## src/rtl/tty_uart_tx.sv

```systemverilog
// TTY character sink: buffers 7-bit characters from the core in a small FIFO
// and serialises each one as an 8N1 UART frame on tx_o.
module tty_uart_tx #(
  parameter int CLKS_PER_BIT = 16,
  parameter int FIFO_DEPTH   = 8
) (
  input  logic                             clk_i,
  input  logic                             rst_in,
  input  logic [6:0]                       tty_i,
  input  logic                             tty_we_i,
  output logic                             tx_o,
  output logic                             busy_o,
  output logic                             full_o,
  output logic [$clog2(FIFO_DEPTH+1)-1:0]  level_o,
  output logic                             ovf_o
);

  localparam int PTR_W  = $clog2(FIFO_DEPTH);
  localparam int LVL_W  = $clog2(FIFO_DEPTH + 1);
  localparam int BAUD_W = $clog2(CLKS_PER_BIT);
  localparam logic [BAUD_W-1:0] BAUD_LAST = BAUD_W'(CLKS_PER_BIT - 1);
  localparam logic [LVL_W-1:0]  LVL_FULL  = LVL_W'(FIFO_DEPTH);

  typedef enum logic [1:0] {IDLE, START, DATA, STOP} state_t;

  state_t             state, state_nxt;
  logic [7:0]         mem [FIFO_DEPTH];
  logic [PTR_W-1:0]   wr_ptr, rd_ptr;
  logic [LVL_W-1:0]   count;
  logic [BAUD_W-1:0]  baud, baud_nxt;
  logic [2:0]         bit_idx, bit_idx_nxt;
  logic [7:0]         sh, sh_nxt;
  logic               baud_end, pop, push, ovf_nxt, tx_nxt;

  assign full_o   = (count == LVL_FULL);
  assign level_o  = count;
  assign busy_o   = (state != IDLE) || (count != '0);
  assign baud_end = (baud == BAUD_LAST);

  // A pop frees a slot on the same edge, so a write to a full FIFO is still taken then.
  assign pop     = (count != '0) && ((state == IDLE) || ((state == STOP) && baud_end));
  assign push    = tty_we_i && (!full_o || pop);
  assign ovf_nxt = tty_we_i && full_o && !pop;

  always_ff @(posedge clk_i or negedge rst_in) begin
    if (!rst_in) begin
      wr_ptr <= '0;
      rd_ptr <= '0;
      count  <= '0;
      ovf_o  <= 1'b0;
    end else begin
      if (push) wr_ptr <= wr_ptr + 1'b1;
      if (pop)  rd_ptr <= rd_ptr + 1'b1;
      case ({push, pop})
        2'b10:   count <= count + 1'b1;
        2'b01:   count <= count - 1'b1;
        default: count <= count;
      endcase
      ovf_o <= ovf_nxt;
    end
  end

  always_ff @(posedge clk_i) begin
    if (push) mem[wr_ptr] <= {1'b0, tty_i};
  end

  // State register; tx_o is registered from the next-state decode
  always_ff @(posedge clk_i or negedge rst_in) begin
    if (!rst_in) begin
      state   <= IDLE;
      baud    <= '0;
      bit_idx <= '0;
      tx_o    <= 1'b1;
    end else begin
      state   <= state_nxt;
      baud    <= baud_nxt;
      bit_idx <= bit_idx_nxt;
      tx_o    <= tx_nxt;
    end
  end

  always_ff @(posedge clk_i) begin
    sh <= sh_nxt;
  end

  always_comb begin
    state_nxt   = state;
    baud_nxt    = baud_end ? '0 : baud + 1'b1;
    bit_idx_nxt = bit_idx;
    sh_nxt      = sh;
    case (state)
      IDLE: begin
        baud_nxt = '0;
        if (pop) begin
          state_nxt = START;
          sh_nxt    = mem[rd_ptr];
        end
      end
      START: begin
        if (baud_end) begin
          state_nxt   = DATA;
          bit_idx_nxt = '0;
        end
      end
      DATA: begin
        if (baud_end) begin
          if (bit_idx == 3'd7) begin
            state_nxt = STOP;
          end else begin
            bit_idx_nxt = bit_idx + 1'b1;
            sh_nxt      = {1'b0, sh[7:1]};
          end
        end
      end
      STOP: begin
        if (baud_end) begin
          if (pop) begin
            state_nxt = START;
            sh_nxt    = mem[rd_ptr];
          end else begin
            state_nxt = IDLE;
          end
        end
      end
      default: state_nxt = IDLE;
    endcase
  end

  always_comb begin
    case (state_nxt)
      START:   tx_nxt = 1'b0;
      DATA:    tx_nxt = sh_nxt[0];
      default: tx_nxt = 1'b1;
    endcase
  end

endmodule

```

## config.mk

```make
export PLATFORM = sky130hd
export DESIGN_NAME = tty_uart_tx
export DESIGN_NICKNAME = d
export VERILOG_FILES = /design/src/rtl/tty_uart_tx.sv
export SDC_FILE = /design/constraint.sdc
export NUM_CORES = 1
export LEC_CHECK = 0
export CORE_ASPECT_RATIO = 1.25
export CORE_UTILIZATION = 40
export DETAILED_ROUTE_END_ITERATION = 16
export GPL_TIMING_DRIVEN = 0
export SETUP_SLACK_MARGIN = 0.4
export SLEW_MARGIN = 20
export SYNTH_ARGS = -nofsm -noshare
export SYNTH_HDL_FRONTEND = slang
export SYNTH_SLANG_ARGS = --single-unit
```

## constraint.sdc

```tcl
create_clock -name clk_i -period 3.7 [get_ports clk_i]
set_clock_uncertainty 0.05 [all_clocks]
set_input_delay 0.74 -clock clk_i [delete_from_list [all_inputs] [get_ports clk_i]]
set_output_delay 0.74 -clock clk_i [all_outputs]
set_load 0.03 [all_outputs]
```

# Yosys cells after proc, flatten, opt, wreduce, memory -nomap -nowiden
# Memories as Yosys holds them, arrays and structs flattened.
# Index checks and enable logic that the tools add are counted.
# totals
wordCells	71
output_inout_bits	8
ramBits	56
regBits	29
memories	1
# memory_table
name	words	word_bits	rd	rd_clocked_by_memory_dff	wr	line_no	source
mem	8	7	1	0	1	27	logic [7:0] mem [FIFO_DEPTH];
# op_classes
n_reduce_logical	18
n_addsub	6
n_eq_ne	14
mux	22
# ops
operator	count
$mux W8	4
$pmux W8 S3	1
$mux W2	5
$add A3 B1 Y3 const B	3
$mux W3	3
$add A4 B1 Y4 const B	2
$eq A2 B2 Y1 const B	4
$eq A4 B4 Y1 const B	2
$mux W4	2
$ne A2 B2 Y1 const B	4
$pmux W2 S4	1
$pmux W4 S2	1
$reduce_and A4 Y1	2
$eq A2 B1 Y1 const B	3
$pmux W3 S2	1
$reduce_bool A2 Y1	3
$logic_and A1 B1 Y1	5
$reduce_bool A4 Y1	1
$sub A4 B1 Y4 const B	1
$eq A3 B3 Y1 const B	1
$logic_or A1 B1 Y1	3
$mux W1	3
$reduce_bool A3 Y1	1
$logic_not A1 Y1	2
2 further kinds	2

# Depth between registers and ports, before layout
# Gate-level depths: netlist of run 1.
# depth
depth_word	9
depth_mapped	8

# Least setup slack after synthesis of run 1
# Ideal clock, no wire load.
# synth_path
path_kind	register to register
from	reg baud[0]
to	mem mem[2][0] (netlist bit), enable pin
t_required_ps	3257
path_buffers	0
stages_incl_launch_ff	6
path_slack_ps	1143
arrival_time_ps	2114
path_cell_list	dfrtp_1 > ha_1 > nand4_1 > o211ai_2 > nand2_2 > nor4b_1
# synth_between
elab_chain_cells	8
# synth_rtl
item	line_no	source
from (decl)	30	logic [BAUD_W-1:0] baud, baud_nxt;
from (signal assigned)	76	baud <= baud_nxt;
$eq A4 B4 Y1	38	assign baud_end = (baud == BAUD_LAST);
$logic_and A1 B1 Y1	41	assign pop = (count != '0) && ((state == IDLE) || ((state == STOP) && baud_end));
$logic_or A1 B1 Y1	41	
$logic_and A1 B1 Y1	41	
$logic_or A1 B1 Y1	42	assign push = tty_we_i && (!full_o || pop);
$logic_and A1 B1 Y1	42	
$mux W1	64	if (push) mem[wr_ptr] <= {1'b0, tty_i};
$mux W1 (implied by the code)	64	
to (decl)	27	
# No other way between the ends.

# Final worst setup path of run 1
# layout_path
from	reg count[1] (netlist: level_o[1])
to	out busy_o
# layout_between
elab_chain_cells	2
# layout_rtl
item	line_no	source
from (decl)	29	logic [LVL_W-1:0] count;
from (signal assigned)	55	2'b10: count <= count + 1'b1;
from (signal assigned)	56	2'b01: count <= count - 1'b1;
from (signal assigned)	57	default: count <= count;
$reduce_bool A4 Y1	37	assign busy_o = (state != IDLE) || (count != '0);
$logic_or A1 B1 Y1	37	
to (decl)	12	output logic busy_o,
# No other way between the ends.

==> results of run 1 <==
Yosys cell counts (5+ instances only):
cell / instances / share of area
edfxtp_1: 63 / 0.50
dfrtp_1: 20 / 0.13
mux4_2: 14 / 0.083
nor2_1: 13 / 0.013
nand2_1: 12 / 0.012
nor3_1: 8 / 0.011
a221o_1: 7 / 0.019
o21ai_0: 7 / 0.0093
a21oi_1: 6 / 0.0079
and3_1: 6 / 0.0099
ha_1: 6 / 0.020
mux2i_1: 6 / 0.016
xnor2_1: 6 / 0.014
clkbuf_1: 5 / 0.0050
registers in the layout, summed over array words and instances, names as in the netlist:
register and count:
state 2, tx_o 1, wr_ptr 3, rd_ptr 3, mem 56, ovf_o 1
baud 4, level_o 4, sh 8, bit_idx 3
per-layer routing:
metal | track usage | up-vias | wire length, um
met5 | 0 | - | 0
met4 | 0.0847 | 0 | 172
met3 | 0.0402 | 12 | 231
met2 | 0.254 | 37 | 3490
met1 | 0.200 | 1093 | 3110
li1 | - | 1059 | -
metrics by stage:
stage	utilization	cell area [sq um]	TNS, ns	worst slack [ns]	hold slack [ns]
floorplan	-	3780	0	1.14	0.394
global placement	0.448	4110	-8.61	-0.363	0.415
detailed placement	0.457	4190	0	0.403	0.424
CTS	0.488	4470	0	0.691	0.432
global route	0.487	4470	0	0.564	0.341
finish	0.487	4470	0	0.708	0.310
cells by family after synthesis:
group	count (synthesis)	share of synthesized area
DFF	85	0.645
and+or+nand+nor	69	0.103
AOI/OAI and AO/OA	39	0.0844
muxes	23	0.108
buffers and inverters	16	0.0212
xor gates and xnor gates	8	0.0185
adders and majority gates	6	0.0198
power breakdown:
part	leakage (nW)	switching [mW]	total (mW)	internal (mW)
clock	0.140	0.387	0.854	0.468
combinational	0.570	0.676	1.25	0.578
sequential	0.839	0.179	1.48	1.30
worst reg2reg max path, cell delays in order, from the launching register on:
cell and delay, ns:
dfrtp_1 0.37, ha_1 0.28, nand4_1 0.26, o211ai_2 0.34
nand2_2 0.24, nor4b_2 0.76, buf_2 0.28
final cells by class:
class                      count  area (sq um)
fill                         835          4710
sequential                    85          2440
multi-input combinational    145          1310
clock buffer                  10           229
timing repair buffer          23           200
tap                          123           154
buffer                        13          68.8
clock inverter                 6          55.1
inverter                       3          11.3
worst paths after layout:
kind                       cells after the start  slack, ns       start    endpoint
max                                            4       0.71  level_o[1]      busy_o
min reg2reg                                    1       0.43     baud[0]     baud[0]
max in group asynchronous                      1       2.93      rst_in        tx_o
max reg2reg                                    6       0.82     baud[0]   mem[2][4]
min in group clk_i                             1       0.43     baud[0]     baud[0]
min                                            1       0.31      rst_in  level_o[3]
==> key figures, run 1 <==
Timing
  • Fmax: 0.334 GHz
  • Worst-Margin Slew: 0.788 ns
  • Tcrit/Tclk final: 0.809
  • Min Tclk post-route: 2.99 ns
  • Slew HR: 0.473
  • RSZ-0062 raised after global routing: false
  • Hold Vio Cnt, Final: 0
  • Final setup violation count: 0
  • Max-slew violations: 0

Route
  • Drt total wl: 7010 um
  • Via Count: 2201
  • Initial DRC count: 73
  • WL/cell: 17.2 um
  • Remaining antenna violation count: 0
  • Pre-antenna DRT Iters: 5
  • Vias per cell: 5.39
  • Remaining DRCs: 0

Floorplanning
  • Die width: 89.0 um
  • Core ar.: 0.00917 sq mm
  • Initial Util: 0.412
  • Die area: 0.00985 sq mm
  • I/O Pins: 18
  • Die Span Y: 111 um
  • Core Rows: 39

Critical path
  • CP Capture Type: output port
  • CP Launch Type: register
  • Number of buffers and inverters on the critical path: 2
  • Critical path class: register to output port
  • Crit-path max FO: 9
  • Crit path DAT: 2.20 ns
  • CP top delay family: buffers and inverters
  • Slowest stage delay, CP: 0.62 ns
  • CP required: 2.91 ns
  • CP max stage cell: clkdlybuf4s50_1
  • Cell Chain, Critical Path: buf_2, nor4_2, nand2_1, clkdlybuf4s50_1

Layout
  • Share of cells above drive strength 1: 0.228
  • Area delta synth->final: 18.1%
  • N_diodes: 0
  • Most frequent cells in the layout: edfxtp_1 (63), dfrtp_1 (20), clkdlybuf4s50_1 (16), mux4_2 (14), nor2_1 (13)
  • Nets: 296
  • Final non-filler cell total: 408
  • Most common cell after layout, fill and taps aside: edfxtp_1

GRT
  • First-pass GRT wire length: 11500 um
  • Vias in the first global route: 2230
  • Largest net degree at the start of global routing: 22
  • Gr usage total: 0.160
  • Remaining global-route overflow: 0
  • Initial antenna violation count: 0

Clocking
  • Clock transition at the registers of the reported paths: 0.07 ns
  • Post_cts resized: 0
  • Htree depth: 3
  • Root buffer cell: clkbuf_16
  • CTS tree: yes
  • Worst skew pair latency: 0.34 ns
  • TritonCTS Buffers: 9
  • Max clock buf depth: 2
  • Post-CTS Hold Buffers: 0
  • CTS Sinks: 85
  • Post-CTS Setup Repair Bufs: 0

Synthesis
  • Synth Warn #: 0
  • Post-synth EDFFs: 63
  • Synth unique cells: 52
  • Post-synthesis async set-or-reset flop share: 0.247
  • Mapped Cells: 246
  • Dominant synthesized flop cell: edfxtp_1
  • Yosys reg bits: 85
  • Syn Nets: 262
  • Post-synthesis sequential area ratio: 0.645
  • Syn_area_per_cell: 15.4 sq um
  • Mapped cell area: 0.00378 sq mm

Placed design
  • Port buffer count: 17
  • Post-DP HPWL: 4750 um
  • Placed cell count: 392
  • Routability cong.: 0.733

Flow run
  • Maxcap violations: 0

Power
  • Power, Total: 3.59 mW
  • PD cells: 803 mW/mm^2
  • Peak supply drop: 0.000317 V
  • Leak: 1.55 nW

Run status
  • Status: finished clean

Min path
  • Worst Hold Class: primary input to asynchronous set/reset pin
Power figures use the tool's default switching activity.
==> inputs of run 2 (changes only) <==
==> constraint.sdc (replaced) <==
create_clock -name clk_i -period 2.5 [get_ports clk_i]
set_clock_uncertainty 0.05 [all_clocks]
set_input_delay 0.5 -clock clk_i [delete_from_list [all_inputs] [get_ports clk_i]]
set_output_delay 0.5 -clock clk_i [all_outputs]
set_load 0.03 [all_outputs]
==> run 2 against run 1 <==
Compared with the run above:
- sequential power grew 52%
- core utilization grew 4.9 points
- count of clock-buffer cells in the layout shrank 1
- critical path depth grew 4
- sequential share of layout area shrank 4.9 points
- clock power grew 52%
- total power grew 63%
- via count grew 5.2%
- first-iteration DRC count grew 63%
- critical endpoint is now mem[0][5]
- largest cell class unchanged
- largest power group is now combinational cells
==> key figures, run 2 (same netlist as run 1, synthesis figures left out) <==
Timing
  • RSZ-0062 raised after global routing: true
  • Max-slew violations: 0
  • Post-route setup slack: 0.362 ns
  • Tcrit/Tclk final: 0.855
  • Min Tclk post-route: 2.14 ns
  • Slew HR: 0.565
  • Setup TNS: 0 ns
  • Fmax: 0.468 GHz
  • Worst-Margin Slew: 0.653 ns
  • Final setup violation count: 0
  • Hold Vio Cnt, Final: 0

Floorplanning
  • Die area: 0.00985 sq mm
  • Die width: 89.0 um
  • Initial Util: 0.412
  • Die Span Y: 111 um
  • Core Rows: 39
  • Core ar.: 0.00917 sq mm
  • I/O Pins: 18

GRT
  • Vias in the first global route: 2434
  • Initial antenna violation count: 0
  • Gr usage total: 0.172
  • First-pass GRT wire length: 12400 um
  • Remaining global-route overflow: 0
  • Largest net degree at the start of global routing: 22

Route
  • Vias per cell: 5.42
  • Remaining DRCs: 0
  • Initial DRC count: 119
  • Pre-antenna DRT Iters: 4
  • Drt total wl: 7730 um
  • WL/cell: 18.1 um
  • Remaining antenna violation count: 0
  • Via Count: 2315

Placed design
  • Post-DP HPWL: 4840 um
  • Routability cong.: 0.801
  • Port buffer count: 17
  • Post-Place Worst Slack: -0.481 ns
  • Placed Area: 0.00423 sq mm

Layout
  • Filler instances: 765
  • Area delta synth->final: 30.0%
  • Most frequent cells in the layout: edfxtp_1 (63), buf_4 (17), dfrtp_1 (16), mux4_2 (14), nand2_1 (12)
  • Max reg flops: 56
  • Biggest regs: mem (56), sh (8)
  • Final Cell Area: 0.00492 sq mm
  • Biggest register: mem
  • N_diodes: 0
  • Most common cell after layout, fill and taps aside: edfxtp_1
  • Nets: 315
  • Share of cells above drive strength 1: 0.332

Flow run
  • Maxcap violations: 0

Clocking
  • Clock transition at the registers of the reported paths: 0.07 ns
  • Htree depth: 3
  • Max clock buf depth: 2
  • Worst skew pair latency: 0.34 ns
  • CTS Sinks: 85
  • TritonCTS Buffers: 9
  • Post-CTS Hold Buffers: 0
  • Root buffer cell: clkbuf_16
  • CTS tree: yes

Critical path
  • Crit-path max FO: 7
  • CP Capture Type: register
  • CP top delay family: buffers and inverters
  • CP Launch Type: register
  • CP max stage cell: dfrtp_1
  • Number of buffers and inverters on the critical path: 3
  • Crit path DAT: 2.14 ns
  • CP dominant cell by count: buf_6
  • Cell Chain, Critical Path: ha_4, nand4_1, o211ai_2, buf_6, nand2_8, buf_6, nor4_4, buf_12
  • CP required: 2.50 ns
  • Critical path class: register to register
  • Slowest stage delay, CP: 0.42 ns
  • Worst reg2reg setup slack: 0.36 ns

Power
  • Peak supply drop: 0.000492 V
  • Power, Total: 5.86 mW
  • Leak: 1.75 nW
  • PD cells: 1190 mW/mm^2

Run status
  • Status: finished clean

Min path
  • Worst Hold Class: primary input to asynchronous set/reset pin
-- run 2: worst register-to-register path, delay by kind of cell, from the launching register on --
| kind | cells | cell delay, ns |
|---|---|---|
| compound gates | 1 | 0.24 |
| fa+ha+maj | 1 | 0.17 |
| buf+inv | 3 | 0.48 |
| flops | 1 | 0.42 |
| simple gates | 3 | 0.48 |
-- run 2: final timing paths --
path,from,to,cells after the start
max,baud[0],mem[0][5],8
min,rst_in,ovf_o,1
max reg2reg,baud[0],mem[0][5],8
min reg2reg,bit_idx[1],bit_idx[1],2
max in group asynchronous,rst_in,level_o[0],1
min in group clk_i,bit_idx[1],bit_idx[1],2
-- run 2: report_power, final --
part | internal, mW | switching (mW)
registers | 1.92 | 0.321
clock network | 0.698 | 0.599
logic | 1.16 | 1.16
-- run 2: timing repair --
| action | 4_1_cts | 5_1_grt |
|---|---|---|
| buffers inserted | 20 | 4 |
| gates resized for setup | 25 | 17 |
| endpoints found under the setup margin | 66 | 69 |
| cloned | 1 | 0 |
| pin swaps | 16 | 7 |
-- run 2: metrics by stage --
stage | hold slack (ns) | util | std cells
global placement | 0.445 | 0.461 | 386
floorplan | 0.154 | - | 246
global route | 0.104 | 0.536 | 427
finish | 0.0642 | 0.536 | 427
detailed placement | 0.468 | 0.461 | 386
CTS | 0.487 | 0.529 | 423
-- run 2: area by class of cell --
| type | instances | area, sq um | area share |
|---|---|---|---|
| Clock buffer | 9 | 225 | 0.0458 |
| Multi-Input combinational cell | 146 | 1470 | 0.299 |
| Timing Repair Buffer | 41 | 445 | 0.0906 |
| Tap cell | 123 | 154 | 0.0313 |
| Clock inverter | 7 | 62.6 | 0.0127 |
| Inverter | 3 | 11.3 | 0.00229 |
| Sequential cell | 85 | 2440 | 0.497 |
| Buffer | 13 | 106 | 0.0216 |
-- run 2: per-layer routing --
layer	vias up	track usage	routed length, um
met5	-	0	0
met4	0	0.0921	131
met3	10	0.0335	245
met2	51	0.281	4050
met1	1161	0.214	3300
li1	1093	-	-
